==> src/rtl/alu_wide_sequencer.sv <==
// Runs 8-bit add/sub/and/or as a sequence of passes through an external 4-bit ALU.
// For add/sub, a fix-up pass folds the low-nibble carry/borrow into the high nibble.
module alu_wide_sequencer #(
  parameter int CNT_W = 16
) (
  input  logic             clk,
  input  logic             rst,
  input  logic             req_valid,
  output logic             req_ready,
  input  logic [1:0]       req_op,
  input  logic [7:0]       req_a,
  input  logic [7:0]       req_b,
  output logic             rsp_valid,
  input  logic             rsp_ready,
  output logic [7:0]       rsp_result,
  output logic             rsp_carry,
  output logic             rsp_zero,
  output logic             rsp_sign,
  output logic [3:0]       alu_a,
  output logic [3:0]       alu_b,
  output logic [1:0]       alu_sel,
  input  logic [3:0]       alu_out,
  input  logic             alu_carry,
  output logic [CNT_W-1:0] ops_done
);

  typedef enum logic [2:0] {IDLE, LO, HI, FIX, DONE} state_t;

  state_t     state, state_nx;
  logic [1:0] op;
  logic [7:0] a, b;
  logic [3:0] res_lo, res_hi;
  logic       c_lo, c_hi;
  logic [7:0] fin;
  logic       fin_c, fin_ld;

  // The last pass of an op produces the high nibble straight from the ALU.
  assign fin    = {alu_out, res_lo};
  assign fin_c  = (state == FIX) && (c_hi || alu_carry);
  assign fin_ld = (state == FIX) || ((state == HI) && op[1]);

  always_ff @(posedge clk) begin
    if (rst) begin
      state      <= IDLE;
      op         <= '0;
      a          <= '0;
      b          <= '0;
      res_lo     <= '0;
      res_hi     <= '0;
      c_lo       <= 1'b0;
      c_hi       <= 1'b0;
      rsp_result <= '0;
      rsp_carry  <= 1'b0;
      rsp_zero   <= 1'b0;
      rsp_sign   <= 1'b0;
      ops_done   <= '0;
    end else begin
      state <= state_nx;
      if (state == IDLE && req_valid) begin
        op <= req_op;
        a  <= req_a;
        b  <= req_b;
      end
      if (state == LO) begin
        res_lo <= alu_out;
        c_lo   <= alu_carry;
      end
      if (state == HI) begin
        res_hi <= alu_out;
        c_hi   <= alu_carry;
      end
      if (state == FIX) res_hi <= alu_out;
      if (fin_ld) begin
        rsp_result <= fin;
        rsp_carry  <= fin_c;
        rsp_zero   <= (fin == 8'h00);
        rsp_sign   <= fin[7];
      end
      if (state == DONE && rsp_ready) ops_done <= ops_done + CNT_W'(1);
    end
  end

  always_comb begin
    state_nx = state;
    case (state)
      IDLE:    if (req_valid) state_nx = LO;
      LO:      state_nx = HI;
      HI:      state_nx = op[1] ? DONE : FIX;
      FIX:     state_nx = DONE;
      DONE:    if (rsp_ready) state_nx = IDLE;
      default: state_nx = IDLE;
    endcase
  end

  always_comb begin
    req_ready = (state == IDLE);
    rsp_valid = (state == DONE);
    alu_a     = '0;
    alu_b     = '0;
    alu_sel   = '0;
    case (state)
      LO: begin
        alu_a   = a[3:0];
        alu_b   = b[3:0];
        alu_sel = op;
      end
      HI: begin
        alu_a   = a[7:4];
        alu_b   = b[7:4];
        alu_sel = op;
      end
      FIX: begin
        alu_a   = res_hi;
        alu_b   = {3'b000, c_lo};
        alu_sel = op;
      end
      default: ;
    endcase
  end

endmodule

==> config.mk <==
export PLATFORM = sky130hd
export DESIGN_NAME = alu_wide_sequencer
export DESIGN_NICKNAME = d
export VERILOG_FILES = /design/src/rtl/alu_wide_sequencer.sv
export SDC_FILE = /design/constraint.sdc
export NUM_CORES = 1
export LEC_CHECK = 0
export CAP_MARGIN = 30
export CORE_MARGIN = 1
export CORE_UTILIZATION = 43
export CTS_CLUSTER_SIZE = 30
export DETAILED_ROUTE_END_ITERATION = 12
export PLACE_DENSITY_LB_ADDON = 0.2
export SLEW_MARGIN = 5
export SYNTH_ARGS = -nofsm -noshare
export SYNTH_HDL_FRONTEND = slang
export SYNTH_SLANG_ARGS = --single-unit
export TNS_END_PERCENT = 1
==> constraint.sdc <==
create_clock -name clk -period 1.6 [get_ports clk]
set_clock_uncertainty 0.1 [all_clocks]
set_input_delay 0.16 -clock clk [delete_from_list [all_inputs] [get_ports clk]]
set_output_delay 0.16 -clock clk [all_outputs]
set_load 0.005 [all_outputs]
==> results of run 1 <==
[sequential cells by signal (all words and copies together), names as in the netlist]
register	cells
op	2
rsp_zero	1
a	8
rsp_carry	1
res_lo	4
res_hi	4
rsp_result	8
c_hi	1
state	3
b	8
ops_done	16
c_lo	1
[metal layers]
metal / vias up / routed length [µm] / part of all wire [%] / track usage, %
met2: 65 / 3120 / 48 / 33.5
met5: - / 0 / 0 / 0
met3: 15 / 290 / 4.5 / 5.41
met1: 1159 / 2920 / 45 / 27.7
li1: 1217 / - / - / -
met4: 0 / 142 / 2.2 / 10.8
[path summary, 6_finish.rpt]
path,start,endpoint
worst max register to register,state[1],ops_done[13]
worst min register to register,a[1],a[1]
worst min-delay path,rst,state[2]
worst max-delay path,state[1],ops_done[13]
[worst register-to-register path, stage by stage (launching register included)]
cell and delay [ns]:
dfxtp_2 0.34, buf_4 0.16, nand4bb_4 0.22, or4_4 0.43
or3_4 0.34, a21oi_2 0.13
[power by group through the flow]
stage	Combinational (mW)	Clock (mW)	Sequential (mW)
2_1_floorplan	0.376	0	1.59
3_3_place_gp	0.678	0	1.60
3_5_place_dp	0.687	0	1.60
4_1_cts	0.713	1.30	1.58
5_1_grt	0.836	1.39	1.61
6_report	0.761	1.28	1.59
[cells in the final DEF, fill, tap and decap left out, types with 2 or more instances in the layout]
master | Yosys | layout
nand2_1 | 69 | 69
clkdlybuf4s50_1 | 0 | 52
dfxtp_1 | 57 | 45
a21oi_1 | 40 | 39
nor2_1 | 30 | 29
buf_4 | 1 | 29
dfxtp_2 | 0 | 10
clkbuf_8 | 0 | 9
a22oi_2 | 0 | 8
clkbuf_2 | 0 | 8
xnor2_1 | 7 | 7
buf_6 | 1 | 7
mux2i_1 | 6 | 6
mux2_4 | 0 | 5
o21ai_0 | 8 | 4
nand3_1 | 6 | 4
nor4_4 | 0 | 4
clkinv_2 | 0 | 4
nand4_1 | 3 | 3
o21ai_1 | 0 | 3
inv_1 | 3 | 3
buf_2 | 2 | 3
nor2b_4 | 0 | 2
nor3b_2 | 0 | 2
and2_1 | 4 | 2
nand2b_1 | 2 | 2
nand3_2 | 0 | 2
or3_4 | 0 | 2
nand4b_1 | 2 | 2
nor4_1 | 6 | 2
or3_1 | 4 | 2
nor3_1 | 4 | 2
xor2_1 | 3 | 2
nor3b_1 | 4 | 2
buf_12 | 0 | 2
dfxtp_4 | 0 | 2
[Yosys cell counts, drive strengths merged]
master / count / area, µm²
nand4bb: 1 / 27.5
nor3b: 4 / 30.0
nand4: 3 / 18.8
ha: 1 / 12.5
nand3: 6 / 30.0
buf: 5 / 32.5
clkbuf: 15 / 56.3
nor2b: 3 / 18.8
mux2: 5 / 56.3
or3: 4 / 25.0
o21a: 1 / 7.51
a21oi: 40 / 200
a21o: 1 / 7.51
nand2: 69 / 259
nor3: 4 / 20.0
and3: 1 / 6.26
or4: 1 / 11.3
mux2i: 6 / 60.1
and4: 1 / 8.76
a22oi: 8 / 60.1
xnor2: 7 / 61.3
nor4: 6 / 37.5
nand2b: 2 / 12.5
o211ai: 1 / 7.51
o21ai: 8 / 40.0
dfxtp: 57 / 1140
and2: 4 / 25.0
inv: 3 / 11.3
a2111oi: 1 / 8.76
nor2: 30 / 113
xor2: 3 / 26.3
nand4b: 2 / 17.5
[stage by stage]
| stage | util [%] | cell area [µm²] |
|---|---|---|
| final | 68.9 | 3800 |
| after global routing | 68.9 | 3800 |
| after CTS | 66.8 | 3680 |
| after detailed placement | 62.0 | 3410 |
| after global placement | 62.0 | 3410 |
| after floorplan | - | 2460 |
[final cells by class]
class,instances,area share (%)
Clock inverter,6,1.55
Tap cell,72,2.37
Clock buffer,10,3.36
Timing Repair Buffer,103,24.6
Sequential cell,57,30.6
Inverter,3,0.297
Multi-Input combinational cell,223,37.3
[logic make-up (layout without fill, tap and decap cells)]
| group | Yosys count | in the layout |
|---|---|---|
| XOR/XNOR | 10 | 10 |
| AND/OR/NAND/NOR | 141 | 141 |
| adder cells (fa/ha/maj) | 1 | 1 |
| multiplexers | 11 | 11 |
| buffers and inverters | 23 | 122 |
| AO/OA/AOI/OAI | 60 | 60 |
| flip-flops | 57 | 57 |
[timing repair]
item / 4_1_cts / 5_1_grt
setup endpoints to repair: 39 / 27
hold buffers: 0 / 0
setup buffers: 1 / 0
pin swaps: 5 / 12
gates resized for setup: 37 / 58
==> impl_metrics.ini, run 1 <==
[outcome]
outcome = finished, violations left
failed_checks = setup timing

[sta]
setup_viol = 15
hold_slack_ns = 0.0245
timing_worst_slew_pin_value_ns = 0.325
rsz0062_at_grt = true
maxClockFrequency_ghz = 0.560
relSlewSlack_pct = 77.7
finalCriticalPeriod_ns = 1.79
timing.setup.tns_ns = -1.42
slew_violations = 0
final_critical_path_setup_slack_ns = -0.187
timing_hold_violations_final = 0
fraction_of_the_cycle_the_final_worst_path_needs_pct = 112

[critical_path]
startpoint_class = flip-flop
signal_arrival_time_at_the_worst_endpoint_ns = 1.95
worstPathCellList = buf_4 > nand4bb_4 > or4_4 > or3_4 > a21oi_2
r2r_slack_ns = -0.19
crit_path_top_delay_cell = or4_4
end_kind = flip-flop
cpLargestDelayFamily = simple AND/OR/NAND/NOR gates
critPathBufInv = 1
timing_worst_setup_path_type = flip-flop to flip-flop
cp.required_ns = 1.77
worst-path-max-fanout = 5
cp.depth = 5
reg2regPathDepth = 5
critPathMaxStageDelay_ns = 0.43

[pwr]
sequentialPowerShare_pct = 43.9
worst_supply_voltage_drop_on_vdd_uv = 774
design_power_total_mw = 3.63
switchingPower_mw = 1.01
p_clk_share_pct = 35.2
cellPowerDensity_nw_per_um2 = 957
leakage_nw = 1.46
sw_frac_of_total_pct = 27.8
internal-power_mw = 2.62
power.combinational.fraction_pct = 21.0

[yosys]
yosys.area_share.xor_xnor_pct = 3.58
yosys-mux-area-fraction_pct = 4.75
yosys.area_share.adder_pct = 0.511
synth.yosys.seq_area_share_pct = 46.6
synth_compound_gate_area_share_pct = 13.5
synthesis.area_per_instance_um2 = 8.09
postSynthRegisterBits = 57
ys.warnings.count = 0
synth.cell_area_um2 = 2450
cells_after_synth = 303
synth_cell_types = 35
mappedNetlistNets = 331
synth_simple_gate_area_share_pct = 27.0
synth_top_family_by_area = simple AND/OR/NAND/NOR gates

[detailed_routing]
drc = 0
drt_first_iter_violations = 125
route.detailed.vias_per_inst = 5.18
route.final.wire_length_mm = 6.47
post_drt_antenna_nets = 0
drt_pre_antenna_iters = 4
drt-wirelength-per-cell_um = 13.7
number_of_vias_after_detailed_routing = 2456

[die]
floorplan.io_pins = 66
fp.coreArea_um2 = 5510
start_util_pct = 44.5
fp.dieW_um = 77.5
number_of_rows_created_at_floorplan = 27
die_area_um2 = 6000
fp.dieH_um = 77.5

[grt]
grt_overflow = 0
antenna_found_initial = 0
grt_start_max_net_pins = 51
groute.usage.overall_pct = 21.6
grt_pass1_wl_mm = 10.2
grt_pass1_vias = 2213

[worst_hold_path]
min-delay-path-class = primary input to flip-flop
timing.hold.worst_path_depth = 2

[placed_design]
io_buffers = 65
place_congestion = 0.799
dp_hpwl_mm = 4.35
preCtsSetupSlack_ns = -0.315
place_inst = 457

[finish]
n_fill_cell = 470
post_route_cells_drive_above_1_share_pct = 27.9
number_of_nets_in_the_layout = 425
antenna_cells_inserted = 0
number_of_cells_in_the_finished_layout_apart_from_fillers = 474
syn2layout_area_growth_pct = 55.0
multiInputGateArea_um2 = 1420
area.sequential_um2 = 1160

[clocking]
clock-root-buffer = clkbuf_8
clk_latency_ns = 0.33
path_clk_slew_ns = 0.07
cts_tree = yes
htree_num_levels = 3
clock_sinks = 57
clock_buffer_count_from_cts = 9
cts_buffer_depth = 2

[run]
max_cap_violations = 0
Power figures use the tool's default switching activity.
==> run 2, diff against run 1 <==
--- a/config.mk
+++ b/config.mk
@@ -5,7 +5,6 @@
 export SDC_FILE = /design/constraint.sdc
 export NUM_CORES = 1
 export LEC_CHECK = 0
-export CAP_MARGIN = 30
 export CORE_MARGIN = 1
 export CORE_UTILIZATION = 43
 export CTS_CLUSTER_SIZE = 30
==> results of run 2 <==
Same layout as run 1: the final DEF is identical, and so are final timing and power.
==> run 3, diff against run 2 <==
--- a/config.mk
+++ b/config.mk
@@ -10,6 +10,7 @@
 export CTS_CLUSTER_SIZE = 30
 export DETAILED_ROUTE_END_ITERATION = 12
 export PLACE_DENSITY_LB_ADDON = 0.2
+export RECOVER_POWER = 50
 export SLEW_MARGIN = 5
 export SYNTH_ARGS = -nofsm -noshare
 export SYNTH_HDL_FRONTEND = slang
==> results of run 3 <==
Same layout as run 1: the final DEF is identical, and so are final timing and power.
